## config.mk

```make
export PLATFORM = sky130hd
export DESIGN_NAME = secuenciador_producto
export DESIGN_NICKNAME = d
export VERILOG_FILES = /design/src/rtl/secuenciador_producto.sv
export SDC_FILE = /design/constraint.sdc
export NUM_CORES = 1
export LEC_CHECK = 0
export CORE_ASPECT_RATIO = 1.4
export CORE_MARGIN = 1
export CORE_UTILIZATION = 37
export DETAILED_ROUTE_END_ITERATION = 16
export GPL_ROUTABILITY_DRIVEN = 0
export PLACE_DENSITY = 0.76
export SLEW_MARGIN = 40
export SYNTH_ARGS = -nofsm -noshare
export SYNTH_HDL_FRONTEND = slang
export SYNTH_SLANG_ARGS = --single-unit
```

## constraint.sdc

```tcl
create_clock -name clk -period 1.6 [get_ports clk]
set_input_delay 0.24 -clock clk [delete_from_list [all_inputs] [get_ports clk]]
set_output_delay 0.24 -clock clk [all_outputs]
set_load 0.05 [all_outputs]
```

## src/rtl/secuenciador_producto.sv

```systemverilog
// secuenciador_producto: command/result sequencer in front of the 8088 multiply/divide product unit.
// Optional macro DIV_ZERO_TRAP_EN: zero-divisor divides trap without starting the divider.
module secuenciador_producto #(
  parameter int unsigned TIMEOUT_CYC = 40,
  parameter int unsigned CNT_W       = 6
) (
  input  logic        clk,
  input  logic        rst_n,
  input  logic        cmd_valid,
  output logic        cmd_ready,
  input  logic [3:0]  cmd_op,
  input  logic [15:0] cmd_a,
  input  logic [15:0] cmd_b,
  input  logic [15:0] cmd_d,
  output logic        pu_ena,
  output logic [3:0]  pu_op,
  output logic [15:0] pu_a,
  output logic [15:0] pu_b,
  output logic [15:0] pu_d,
  input  logic [15:0] pu_r1,
  input  logic [15:0] pu_r2,
  input  logic        pu_of,
  input  logic        pu_cf,
  input  logic        pu_fin,
  output logic        res_valid,
  input  logic        res_ready,
  output logic [15:0] res_r1,
  output logic [15:0] res_r2,
  output logic        res_of,
  output logic        res_cf,
  output logic        res_err,
  output logic        res_tmo
);

  typedef enum logic [2:0] {IDLE, EXEC, WAIT_FIN, HOLD, TRAP} state_t;

  state_t             state, state_nxt;
  logic [CNT_W-1:0]   cnt, cnt_nxt;
  logic               cmd_ready_nxt, pu_ena_nxt, res_valid_nxt;
  logic [3:0]         pu_op_nxt;
  logic [15:0]        pu_a_nxt, pu_b_nxt, pu_d_nxt;
  logic [15:0]        res_r1_nxt, res_r2_nxt;
  logic               res_of_nxt, res_cf_nxt, res_err_nxt, res_tmo_nxt;
  logic               cmd_div;
  logic               tmo_hit;

  assign cmd_div = (cmd_op[3:2] == 2'b01);
  // Last permitted WAIT_FIN cycle: the counter has counted TIMEOUT_CYC-1 earlier cycles.
  assign tmo_hit = (cnt == CNT_W'(TIMEOUT_CYC - 1));

`ifdef DIV_ZERO_TRAP_EN
  logic div_zero;
  assign div_zero = cmd_op[0] ? (cmd_b == 16'h0000) : (cmd_b[7:0] == 8'h00);
`endif

  // State and registered outputs.
  always_ff @(posedge clk or negedge rst_n) begin
    if (!rst_n) begin
      state     <= IDLE;
      cnt       <= '0;
      cmd_ready <= 1'b1;
      pu_ena    <= 1'b0;
      res_valid <= 1'b0;
      pu_op     <= '0;
      pu_a      <= '0;
      pu_b      <= '0;
      pu_d      <= '0;
      res_r1    <= '0;
      res_r2    <= '0;
      res_of    <= 1'b0;
      res_cf    <= 1'b0;
      res_err   <= 1'b0;
      res_tmo   <= 1'b0;
    end else begin
      state     <= state_nxt;
      cnt       <= cnt_nxt;
      cmd_ready <= cmd_ready_nxt;
      pu_ena    <= pu_ena_nxt;
      res_valid <= res_valid_nxt;
      pu_op     <= pu_op_nxt;
      pu_a      <= pu_a_nxt;
      pu_b      <= pu_b_nxt;
      pu_d      <= pu_d_nxt;
      res_r1    <= res_r1_nxt;
      res_r2    <= res_r2_nxt;
      res_of    <= res_of_nxt;
      res_cf    <= res_cf_nxt;
      res_err   <= res_err_nxt;
      res_tmo   <= res_tmo_nxt;
    end
  end

  // Next-state and next-output logic; everything holds unless a state changes it.
  always_comb begin
    state_nxt     = state;
    cnt_nxt       = cnt;
    cmd_ready_nxt = cmd_ready;
    pu_ena_nxt    = pu_ena;
    res_valid_nxt = res_valid;
    pu_op_nxt     = pu_op;
    pu_a_nxt      = pu_a;
    pu_b_nxt      = pu_b;
    pu_d_nxt      = pu_d;
    res_r1_nxt    = res_r1;
    res_r2_nxt    = res_r2;
    res_of_nxt    = res_of;
    res_cf_nxt    = res_cf;
    res_err_nxt   = res_err;
    res_tmo_nxt   = res_tmo;

    case (state)
      IDLE: begin
        cnt_nxt = '0;
        if (cmd_valid) begin
          pu_op_nxt     = cmd_op;
          pu_a_nxt      = cmd_a;
          pu_b_nxt      = cmd_b;
          pu_d_nxt      = cmd_d;
          cmd_ready_nxt = 1'b0;
          if (cmd_div) begin
`ifdef DIV_ZERO_TRAP_EN
            if (div_zero) begin
              state_nxt = TRAP;
            end else begin
              state_nxt  = WAIT_FIN;
              pu_ena_nxt = 1'b1;
            end
`else
            state_nxt  = WAIT_FIN;
            pu_ena_nxt = 1'b1;
`endif
          end else begin
            state_nxt = EXEC;
          end
        end
      end

      EXEC: begin
        res_r1_nxt    = pu_r1;
        res_r2_nxt    = pu_r2;
        res_of_nxt    = pu_of;
        res_cf_nxt    = pu_cf;
        res_err_nxt   = 1'b0;
        res_tmo_nxt   = 1'b0;
        res_valid_nxt = 1'b1;
        state_nxt     = HOLD;
      end

      WAIT_FIN: begin
        cnt_nxt = cnt + CNT_W'(1);
        // pu_fin takes priority over a timeout landing in the same cycle.
        if (pu_fin) begin
          res_r1_nxt    = pu_r1;
          res_r2_nxt    = pu_r2;
          res_of_nxt    = pu_of;
          res_cf_nxt    = pu_cf;
          res_err_nxt   = 1'b0;
          res_tmo_nxt   = 1'b0;
          pu_ena_nxt    = 1'b0;
          res_valid_nxt = 1'b1;
          state_nxt     = HOLD;
        end else if (tmo_hit) begin
          res_r1_nxt    = '0;
          res_r2_nxt    = '0;
          res_of_nxt    = 1'b0;
          res_cf_nxt    = 1'b0;
          res_err_nxt   = 1'b1;
          res_tmo_nxt   = 1'b1;
          pu_ena_nxt    = 1'b0;
          res_valid_nxt = 1'b1;
          state_nxt     = HOLD;
        end
      end

      TRAP: begin
        res_r1_nxt    = '0;
        res_r2_nxt    = '0;
        res_of_nxt    = 1'b0;
        res_cf_nxt    = 1'b0;
        res_err_nxt   = 1'b1;
        res_tmo_nxt   = 1'b0;
        res_valid_nxt = 1'b1;
        state_nxt     = HOLD;
      end

      HOLD: begin
        if (res_ready) begin
          res_valid_nxt = 1'b0;
          cmd_ready_nxt = 1'b1;
          cnt_nxt       = '0;
          state_nxt     = IDLE;
        end
      end

      default: begin
        state_nxt     = IDLE;
        cnt_nxt       = '0;
        cmd_ready_nxt = 1'b1;
        pu_ena_nxt    = 1'b0;
        res_valid_nxt = 1'b0;
      end
    endcase
  end

endmodule
```

# == Yosys cells after proc, flatten, opt, wreduce, memory -nomap -nowiden ==
# Cells that the tools add are included.
# W data, S select, Z words.
# op_classes
n_eq_ne,10
add_sub_neg,1
n_reduce_logical,14
bitwise,4
n_mux,32
# ops
op,count
$pmux W16 S3,2
$mux W16,3
$pmux W6 S3,1
$pmux W1 S3,5
$mux W1,12
$mux W3,4
$pmux W3 S4,1
$reduce_and A3 Y1,3
$reduce_and A2 Y1,4
$add A6 B1 Y6 const B,1
$eq A3 B2 Y1 const B,2
$eq A6 B6 Y1 const B,1
$mux W6,1
$ne A2 B2 Y1 const B,3
$reduce_or A3 Y1,2
$not A1 Y1,4
$pmux W1 S4,1
$reduce_and A4 Y1,1
$eq A3 B1 Y1 const B,1
$eq A3 B3 Y1 const B,1
$logic_not A3 Y1,1
$ne A3 B3 Y1 const B,1
$reduce_bool A3 Y1,1
$eq A2 B1 Y1 const B,1
4 further kinds,4
# totals
input_bits,91
register_bits,100

# == Longest topological paths before layout ==
# logic_depth
word_depth,4
ltp_mapped,7

# == Worst setup path before layout ==
# No wires, ideal clock.
# synth_path
path_type,register -> register
from,register state[0]
to,register state[1]
arrival_time_ns,1.622
setup_slack_ns,-0.147
synth_period_minus_slack_ns,1.747
required_ns,1.475
path_stages_with_launch,7
setup_time_ns,0.125
cell_sequence,dfrtp_1 inv_1 ha_1 clkbuf_1 nand2b_1 o21ai_1 mux2_2
# synth_via
elab_chain_len,3
word_cells_on_any_way,11
# synth_rtl
element,line_no,text
"start, declared",37,"state_t state, state_nxt;"
"start signal, assigned",75,state <= state_nxt;
"$eq A3 B3 Y1, or another cell as far along",111,case (state)
"$reduce_or A2 Y1 (no source line), or another cell as far along",-,
$pmux W3 S4 or $reduce_and A3 Y1 (tied branches),-,
# Several ways; a longest one is shown, not always the timed one.
# A chain may end at the register's enable or synchronous reset.

# == Final worst setup path ==
# layout_path
from,register cnt[1]
to,register state[1]
# layout_via
elab_chain_len,3
# layout_rtl
element,line_no,text
"start, declared",38,"logic [CNT_W-1:0] cnt, cnt_nxt;"
"start signal, assigned",76,cnt <= cnt_nxt;
$eq A6 B6 Y1,49,assign tmo_hit = (cnt == CNT_W'(TIMEOUT_CYC - 1));
$ne A3 B3 Y1 (no source line),-,
$reduce_and A3 Y1 (no source line),-,
# No other way between the ends.

==> metrics.md <==
| Metric | Value |
|---|---|
| Outcome | `complete, no violations` |
| CTS tree | `built` |
| Slew HR | `0.6380` |
| Reg2reg setup slack | `0.005 ns` |
| Setup ws final | `0.004720 ns` |
| Post-synthesis cell area | `3882 um2` |
| Critical Path AT | `1.81 ns` |
| Pre-CTS WS | `-0.2944 ns` |
| Total track usage | `0.1769` |
| Synth Area per Inst | `14.76 um2` |
| CTS Buf Count | `9` |
| Clock latency on the worst-skew pair | `0.34 ns` |
| Nets | `571` |
| Area after DPL | `5778 um2` |
| Post-Synth Adder-Cell Area | `0.01611` |
| Layout Skew | `0.008826 ns` |
| Detailed placement HPWL | `6.708 mm` |
| I/O Buffers | `181` |
| Mapped Cells | `263` |
| Initial Util | `0.3859` |
| Clock slew seen by the registers of the worst setup and hold paths | `0.07 ns` |
| FILL cells | `748` |
| Max Clk Rate | `0.6268 GHz` |
| # clock sinks | `99` |
| Most crowded layer after global routing | `met2` |
| XOR/XNOR share of the synthesized area | `0.009024` |
| Placed insts | `587` |
| Pin count of the biggest net entering global routing | `100` |
| Finished Core Util | `0.6341` |
| CP endpoint kind | `flop` |
| Critical path cell sequence | `ha_2 -> nand2_2 -> nor4b_4 -> buf_6 -> buf_6 -> o21ai_4 -> mux2_2` |
| Setup Viol. Count Final | `0` |
| CP required | `1.82 ns` |
| Synth top area cells | `dfrtp_1, mux2_2, a22o_1` |
| Final Max Tran Viols | `0` |
| Synth unique cells | `30` |
| Reg2reg end | `state[1]` |
| Critical path peak fanout | `4` |
| CTS H-Tree Depth | `3` |
| Die area | `10910 um2` |
| Layout cells sized above 1 | `0.4604` |
| Slew @ Worst Pin | `0.5429 ns` |
| Post-synthesis compound-gate area fraction | `0.1044` |
| ANT cells | `0` |
| Met1 Usage GRT | `0.1901` |
| Area of the multi-input gates | `1439 um2` |
| Post-Synth Simple-Gate Area | `0.04351` |
| Most used cell, CP | `buf_6` |
| Site row count | `43` |
| Core Footprint | `10060 um2` |
| Width of the die | `88.58 um` |
| Met3 usage | `0.05674` |
| Final instance area | `6380 um2` |
| Ports | `182` |
| Vias in the first global route | `3077` |
| Clock root buffer | `clkbuf_16` |
| RSZ-0062 raised after global routing | `yes` |
| Seq/Total Area, Yosys | `0.6384` |
| Post-route ant nets | `0` |
| Storage cell area | `2481 um2` |
| Post-synth top area cell | `dfrtp_1` |
| Grt met2 use | `0.3226` |
| CP top delay family | `flip-flops` |
| Critical path depth | `7` |
| Routed WL per cell | `15.91 um` |
| Drt pass-1 iters | `4` |
| CP Launch Type | `flop` |
| Gr ovfl total | `0` |
| Tcrit/Tclk final | `0.9971` |
| Period minus WS final | `1.595 ns` |
| Final WL | `9.783 mm` |
| Synth Register Bits | `99` |
| Max Buffers Root-to-Sink | `2` |
| Ys Warns | `0` |
| Average vias per placed instance | `4.927` |
| 1st-iter DRT viols | `77` |
| Combinational family with the most area after synthesis | `multiplexers` |
| Crit-path max cell delay | `0.38 ns` |
| Via Count | `3030` |
| # DRC | `0` |
| Buf+Inv Stages, Crit Path | `2` |
| Syn-to-layout area delta | `64.32%` |
| Synthesized netlist net count | `359` |
| Non-Filler Instances | `615` |
| First-pass GRT wire length | `14.57 mm` |
| Synth top area share | `0.6316` |
| R2r startpoint | `cnt[1]` |
| Hold WC Path Type | `in2async` |
| Final Hold Vio Count | `0` |
| CP Class | `reg2reg` |
| Die H | `123.2 um` |
| Max-Cap Viols | `0` |
| R2R depth | `7` |
| Slowest CP cell | `dfrtp_1` |
| Post-synthesis mux area share | `0.1618` |
| Initial antenna violation count | `0` |
## metrics by stage
step | hold slack, ns | TNS, ns
floorplan | -0.05559 | -0.4887
global placement | 0.3373 | -8.718
detailed placement | 0.3456 | -10.77
CTS | 0.4949 | -0.8400
global route | 0.4901 | -0.6953
finish | 0.4888 | 0
## per-layer routing
metal | share of wire | vias to the layer above
li1 | - | 1375
met4 | 0.014 | 0
met2 | 0.55 | 119
met3 | 0.070 | 10
met5 | 0 | -
met1 | 0.37 | 1526
## timing repair
item	CTS	global route
endpoints found under the hold margin	78	0
setup endpoints to repair	88	87
resized for setup	18	18
cloned	1	2
setup buffers	2	6
hold buffers	1	0
pin swaps	4	8
## layout by cell type (no fill, tap or decap), types with 2 or more instances in the layout
cell type / n
a21oi_1: 2
ha_4: 2
nand2_1: 4
nor2b_1: 2
inv_6: 3
buf_4: 110
nor2_1: 9
o21ai_0: 4
clkinvlp_4: 2
o31ai_1: 2
a22o_1: 34
mux2_2: 54
dfrtp_1: 96
xnor2_1: 4
dfrtp_2: 2
inv_1: 2
o22ai_4: 2
ha_2: 3
nor2_2: 2
buf_6: 7
clkdlybuf4s50_1: 89
mux2i_1: 2
clkbuf_16: 10
nor4b_4: 2
buf_12: 6
inv_2: 2
nand3_1: 2
## logic make-up (layout without fill, tap and decap cells)
kind of cell | count (synthesis) | after routing
simple gates | 31 | 31
flops | 99 | 99
buf+inv | 19 | 235
compound gates | 49 | 50
fa+ha+maj | 5 | 5
mux | 56 | 56
xor+xnor | 4 | 4
## worst min-delay path: stages
cell and delay [ns]:
dlygate4sd3_1 0.53, buf_4 0.12, buf_12 0.37
## cells in the mapped netlist, drive strengths merged
master / count
nor3: 2
clkbuf: 4
nor2b: 4
dfstp: 1
nor4b: 2
o22a: 1
nor4: 1
nand2: 6
o31ai: 2
o22ai: 1
nand2b: 1
dfrtp: 98
ha: 5
a22o: 34
o21bai: 1
o21ai: 6
buf: 11
xnor2: 4
mux2: 54
nor2: 11
o2111a: 1
inv: 4
nor3b: 1
nand3b: 1
nand3: 2
mux2i: 2
a21oi: 3
## sequential cells by signal (all words and copies together) (netlist names)
register,count
pu_a,16
pu_b,16
pu_d,16
res_r1,16
res_r2,16
cnt,6
pu_op,4
state,2
cmd_ready,1
pu_ena,1
res_cf,1
res_err,1
res_of,1
res_tmo,1
res_valid,1
## final cells by class
class	instances	area share
Sequential cell	99	0.3889
Timing Repair Buffer	215	0.3081
Multi-Input combinational cell	146	0.2255
Clock buffer	10	0.03746
Tap cell	135	0.02648
Clock inverter	6	0.01118
Inverter	4	0.002353
## how the worst max path moves through the flow
stage | to | startpoint
6_report | state[1] | cnt[1]
5_1_grt | cnt[4] | state[1]
4_1_cts | res_r2[14] | state[0]
3_5_place_dp | res_r1[0] | pu_fin
3_3_place_gp | res_r2[12] | pu_fin
2_1_floorplan | res_of | cnt[0]
Power is left out: the tool's default activity adds up to more than one toggle a clock period on the data nets, which glitch-free logic cannot reach.
